**src/rtl/seq_detect_ctrl_if.sv**
```systemverilog
// Control/data bundle for seq_detect_ctrl: run control, pattern load, serial input and status.
interface seq_detect_ctrl_if #(
  parameter int PAT_W  = 4,
  parameter int CNT_W  = 8,
  parameter int FILL_W = 3
);
  logic              start;
  logic              stop;
  logic [PAT_W-1:0]  pattern;
  logic [CNT_W-1:0]  match_limit;
  logic              x;
  logic              x_valid;
  logic              y;
  logic [FILL_W-1:0] outstate;
  logic [CNT_W-1:0]  match_cnt;
  logic              busy;
  logic              done;

  modport master (
    output start, stop, pattern, match_limit, x, x_valid,
    input  y, outstate, match_cnt, busy, done
  );

  modport slave (
    input  start, stop, pattern, match_limit, x, x_valid,
    output y, outstate, match_cnt, busy, done
  );
endinterface

```
**src/rtl/seq_detect_ctrl.sv**
```systemverilog
// Run controller around a programmable serial pattern detector with a match limit.
// Build option OVERLAP_EN: matches may share bits; otherwise the fill restarts after each match.
module seq_detect_ctrl #(
  parameter int PAT_W  = 4,
  parameter int CNT_W  = 8,
  parameter int FILL_W = 3
) (
  input  logic            clk,
  input  logic            rst,
  seq_detect_ctrl_if.slave bus
);
  // state | meaning
  // IDLE  | waiting for start
  // RUN   | sampling serial bits
  // DONE  | match limit reached, held until start
  localparam logic [1:0] S_IDLE = 2'd0;
  localparam logic [1:0] S_RUN  = 2'd1;
  localparam logic [1:0] S_DONE = 2'd2;

  localparam logic [FILL_W-1:0] FILL_FULL = FILL_W'(PAT_W);
  localparam logic [CNT_W-1:0]  CNT_MAX   = '1;

  logic [1:0]        state_q, state_d;
  logic [PAT_W-1:0]  window_q, window_d;
  logic [PAT_W-1:0]  pat_q, pat_d;
  logic [CNT_W-1:0]  lim_q, lim_d;
  logic [CNT_W-1:0]  cnt_q, cnt_d;
  logic [FILL_W-1:0] fill_q, fill_d;
  logic              y_q, y_d;

  logic [FILL_W-1:0] fill_base, fill_inc;
  logic [PAT_W-1:0]  win_shift;
  logic [CNT_W-1:0]  cnt_inc;
  logic              hit;

  // Without overlap the fill shows PAT_W alongside y, then restarts on the next edge.
`ifdef OVERLAP_EN
  assign fill_base = fill_q;
`else
  assign fill_base = y_q ? '0 : fill_q;
`endif

  assign win_shift = {window_q[PAT_W-2:0], bus.x};
  assign fill_inc  = (fill_base == FILL_FULL) ? fill_base : fill_base + 1'b1;
  assign cnt_inc   = (cnt_q == CNT_MAX) ? cnt_q : cnt_q + 1'b1;
  assign hit       = (fill_inc == FILL_FULL) && (win_shift == pat_q);

  always_comb begin
    state_d  = state_q;
    window_d = window_q;
    fill_d   = fill_base;
    pat_d    = pat_q;
    lim_d    = lim_q;
    cnt_d    = cnt_q;
    y_d      = 1'b0;
    case (state_q)
      S_IDLE, S_DONE: begin
        if (bus.start) begin
          state_d  = S_RUN;
          window_d = '0;
          fill_d   = '0;
          cnt_d    = '0;
          pat_d    = bus.pattern;
          lim_d    = bus.match_limit;
        end
      end
      S_RUN: begin
        if (bus.stop) begin
          state_d = S_IDLE;
        end else if (bus.x_valid) begin
          window_d = win_shift;
          fill_d   = fill_inc;
          if (hit) begin
            y_d   = 1'b1;
            cnt_d = cnt_inc;
            if ((lim_q != '0) && (cnt_inc == lim_q)) state_d = S_DONE;
          end
        end
      end
      default: state_d = S_IDLE;
    endcase
  end

  always_ff @(posedge clk or posedge rst) begin
    if (rst) begin
      state_q  <= S_IDLE;
      window_q <= '0;
      fill_q   <= '0;
      pat_q    <= '0;
      lim_q    <= '0;
      cnt_q    <= '0;
      y_q      <= 1'b0;
    end else begin
      state_q  <= state_d;
      window_q <= window_d;
      fill_q   <= fill_d;
      pat_q    <= pat_d;
      lim_q    <= lim_d;
      cnt_q    <= cnt_d;
      y_q      <= y_d;
    end
  end

  assign bus.y         = y_q;
  assign bus.outstate  = fill_q;
  assign bus.match_cnt = cnt_q;
  assign bus.busy      = (state_q == S_RUN);
  assign bus.done      = (state_q == S_DONE);
endmodule

```
**src/flat_wrapper.sv**
```systemverilog
// flat-port wrapper written by rule: the top's interface ports become plain ports
module seq_detect_ctrl_flat 
#(
  parameter int PAT_W  = 4,
  parameter int CNT_W  = 8,
  parameter int FILL_W = 3
)
  (clk, rst, bus_start, bus_stop, bus_pattern, bus_match_limit, bus_x, bus_x_valid, bus_y, bus_outstate, bus_match_cnt, bus_busy, bus_done);
  seq_detect_ctrl_if #(.PAT_W(PAT_W), .CNT_W(CNT_W), .FILL_W(FILL_W)) bus_i ();
  input  logic clk;
  input  logic rst;
  input wire logic [$bits(bus_i.start)-1:0] bus_start;
  input wire logic [$bits(bus_i.stop)-1:0] bus_stop;
  input wire logic [$bits(bus_i.pattern)-1:0] bus_pattern;
  input wire logic [$bits(bus_i.match_limit)-1:0] bus_match_limit;
  input wire logic [$bits(bus_i.x)-1:0] bus_x;
  input wire logic [$bits(bus_i.x_valid)-1:0] bus_x_valid;
  output wire logic [$bits(bus_i.y)-1:0] bus_y;
  output wire logic [$bits(bus_i.outstate)-1:0] bus_outstate;
  output wire logic [$bits(bus_i.match_cnt)-1:0] bus_match_cnt;
  output wire logic [$bits(bus_i.busy)-1:0] bus_busy;
  output wire logic [$bits(bus_i.done)-1:0] bus_done;
  assign bus_i.start = bus_start;
  assign bus_i.stop = bus_stop;
  assign bus_i.pattern = bus_pattern;
  assign bus_i.match_limit = bus_match_limit;
  assign bus_i.x = bus_x;
  assign bus_i.x_valid = bus_x_valid;
  assign bus_y = bus_i.y;
  assign bus_outstate = bus_i.outstate;
  assign bus_match_cnt = bus_i.match_cnt;
  assign bus_busy = bus_i.busy;
  assign bus_done = bus_i.done;
  seq_detect_ctrl #(.PAT_W(PAT_W), .CNT_W(CNT_W), .FILL_W(FILL_W)) u_core (.clk(clk), .rst(rst), .bus(bus_i));
endmodule
```
**config.mk**
```make
export PLATFORM = sky130hd
export DESIGN_NAME = seq_detect_ctrl_flat
export DESIGN_NICKNAME = d
export VERILOG_FILES = /design/src/rtl/seq_detect_ctrl_if.sv /design/src/rtl/seq_detect_ctrl.sv /design/src/flat_wrapper.sv
export SDC_FILE = /design/constraint.sdc
export NUM_CORES = 1
export LEC_CHECK = 0
export CORE_ASPECT_RATIO = 1.4
export CORE_MARGIN = 3
export CORE_UTILIZATION = 47
export DETAILED_ROUTE_END_ITERATION = 8
export PLACE_DENSITY = 0.81
export SLEW_MARGIN = 10
export SYNTH_ARGS = -nofsm -noshare
export SYNTH_HDL_FRONTEND = slang
export SYNTH_SLANG_ARGS = --single-unit
```
**constraint.sdc**
```tcl
create_clock -name clk -period 2.51 [get_ports clk]
set_input_delay 0.251 -clock clk [delete_from_list [all_inputs] [get_ports clk]]
set_output_delay 0.251 -clock clk [all_outputs]
set_load 0.01 [all_outputs]
```
==> results.yml <==
status:
  status: "finished clean"
setup_path:
  path_max_fanout: 7
  end_kind: "flip-flop"
  path_cells: "nand2b_1, inv_1, ha_1, and3b_1, or3_4, nor3_1, nor4bb_1, nand4_1, o2bb2ai_1"
  ff2ff_setup_slack_ns: 0.20
  cp.arrival_ns: 2.52
  slowest_delay_ns: 0.44
  cp.required_ns: 2.72
  crit_type: "reg -> reg"
  cp_slowest_cell: "dfrtp_1"
  setup.worst_path.start_class: "flip-flop"
  r2r-end: "u_core.state_q[1]"
  r2r_start: "u_core.bus.y"
  rr_worst_depth: 9
clock_network:
  cts_tree: "built"
  cts_buffers: 5
  clockRootBuffer: "clkbuf_8"
  worstSkewPairLatency_ns: 0.29
  cts_setup_buffers: 0
  clockBufferDepth: 2
  clk_pin_slew_ns: 0.07
  cts-htree-levels: 2
  clock-sinks: 29
grt:
  grt_pass1_wl_um: 7690
  grtUsageTotal: 0.216
  grt_max_degree: 30
  antenna_found_initial: 0
  grt-ovfl-total: 0
  grt_pass1_vias: 1589
timing:
  max_freq_ghz: 0.434
  finalCritPeriodShare: 0.918
  fin_worst_skew_ns: 0.00800
  worstMarginPinSlew_ns: 0.699
  maxSlewViolCount: 0
  maxSlewHeadroom: 0.528
  rsz0062_at_grt: "false"
  period_needed_ns: 2.31
  finalSetupViolCount: 0
  hold_viol: 0
  fin_tns_setup_ns: 0
finish:
  drive_above_1_share: 0.102
  final_nets: 284
  fin_area_um2: 2380
  nFillCells: 326
  antenna_cells: 0
  areaGrowthSynthToFinish_pct: 28.0
placed_design:
  place_hpwl_um: 3390
  portBuffers: 31
  postPlaceCellArea_um2: 2240
  gp_congestion: 0.834
yosys:
  synthFlopType: "dfrtp_1"
  syn-mean-instance-area_um2: 8.27
  yosysSeqAreaShare: 0.390
  syn_nets: 246
  syn-cell-area_um2: 1860
  async_flop_share: 1.00
  yosysWarnings: 0
  syn-instance-count: 225
  ys_ff_latch: 29
  synth_edf_count: 0
  ys_types: 54
power_and_ir_drop:
  powerDensity_nw_per_um2: 613
  p_leak_nw: 1.08
  ir_drop_mv: 0.752
routing:
  firstDrtPassIters: 4
  drc_errors: 0
  wl_per_cell_um: 15.1
  drt-total-wl_um: 4620
  vias: 1775
  viasPerCell: 5.80
  ant_nets: 0
  first_iter_violations: 71
floorplanning:
  die_w_um: 59.2
  initial_core_util: 0.498
  die_area_um2: 4760
  fp.coreArea_um2: 3740
  fp-row-count: 26
  fp.dieH_um: 80.5
  io_pins: 32
flow_run:
  cap_viol_max_count: 0
min_path:
  hold_path_class: "in -> async"
per-stage QoR:
step	std cells	power (W)	setup slack (ns)	util	hold slack (ns)
2_1_floorplan	225	0.000774	0.245	-	0.329
3_3_place_gp	298	0.000870	0.293	0.600	0.480
3_5_place_dp	298	0.000881	0.169	0.600	0.485
4_1_cts	306	0.00147	0.168	0.636	0.343
5_1_grt	306	0.00154	0.0220	0.637	0.389
6_report	306	0.00146	0.205	0.637	0.329
critical path: cells and delay by family (launching register included):
family	cells	cell delay (ns)
AOI/OAI and AO/OA	1	0.16
adders and majority gates	1	0.23
and+or+nand+nor	6	1.36
DFF	1	0.44
buffers and inverters	1	0.05
sequential cells by signal (all words and copies together), names as in the netlist:
register	flops
u_core.state_q	2
u_core.bus.outstate	3
u_core.bus.match_cnt	8
u_core.pat_q	4
u_core.bus.y	1
u_core.window_q	3
u_core.lim_q	8
where the power goes:
part,total (W),internal (W),switching (W),leakage [nW]
Clock,0.000587,0.000394,0.000193,0.0681
Combinational,0.000293,0.000137,0.000156,0.632
Sequential,0.000581,0.000519,0.0000616,0.382
Total,0.00146,0.00105,0.000410,1.08
placed cells by master, fill, tap and decap left out, types with 3 or more instances in the layout:
cell type        count
a21oi_1              6
and3_1               4
buf_4                9
clkbuf_8             5
clkdlybuf4s50_1     31
dfrtp_1             29
ha_1                 3
inv_1                9
nand2_1             52
nand2b_1             4
nand3_1             13
nand3b_1             3
nand4_1              4
nor2_1              15
nor2b_1              5
nor3_1               3
nor4_1               3
o21ai_0             12
xnor2_1              5
xor2_1               4
cells in the mapped netlist (4+ instances only):
library cell / number / area [um^2]
nand2_1: 52 / 195
xnor2_1: 5 / 43.8
a21oi_1: 6 / 30.0
nand3_1: 13 / 65.1
nor2_1: 15 / 56.3
nand2b_1: 4 / 25.0
inv_1: 9 / 33.8
clkbuf_1: 5 / 18.8
dfrtp_1: 29 / 726
nor2b_1: 5 / 31.3
xor2_1: 4 / 35.0
and3_1: 4 / 25.0
nand4_1: 4 / 25.0
o21ai_0: 12 / 60.1
per-layer routing:
metal  part of all wire  vias to the layer above  track usage
met4              0.018                        0       0.0952
met2               0.53                       62        0.353
li1                   -                      865            -
met5                  0                        -            0
met3              0.048                        8       0.0482
met1               0.41                      840        0.265
cell type report:
cell class,instances,area [um^2],share of cell area
clock buffer,5,68.8,0.0289
clock inverter,3,65.1,0.0273
inverter,9,33.8,0.0142
multi-input combinational,178,1060,0.445
sequential,29,726,0.304
tap,42,52.6,0.0220
timing repair buffer,40,378,0.159
kinds of logic (layout without fill, tap and decap cells):
kind of cell | Yosys count | count (layout) | share of synthesized area
adder cells (fa/ha/maj) | 3 | 3 | 0.0202
flip-flops | 29 | 29 | 0.390
AO/OA/AOI/OAI | 40 | 40 | 0.147
AND/OR/NAND/NOR | 125 | 125 | 0.352
XOR/XNOR | 9 | 9 | 0.0423
multiplexers | 1 | 1 | 0.00538
buffers and inverters | 18 | 57 | 0.0437
worst max path at each step:
| stage | startpoint | endpoint | slack, ns | depth (start not counted) |
|---|---|---|---|---|
| detailed placement | u_core.bus.y | u_core.bus.match_cnt[5] | 0.17 | 8 |
| global route | u_core.bus.y | u_core.state_q[1] | 0.02 | 9 |
| floorplan | u_core.bus.y | u_core.bus.match_cnt[6] | 0.25 | 10 |
| finish | u_core.bus.y | u_core.state_q[1] | 0.20 | 9 |
| CTS | u_core.bus.y | u_core.bus.match_cnt[5] | 0.17 | 8 |
| global placement | u_core.bus.y | u_core.bus.match_cnt[5] | 0.29 | 8 |
what timing repair did:
action / in CTS / in global routing
endpoints found under the hold margin: 0 / 0
hold buffers: 0 / 0
setup endpoints to repair: 0 / 1
gates resized for setup: 0 / 1
No activity file was read; power rests on OpenSTA's default activity.
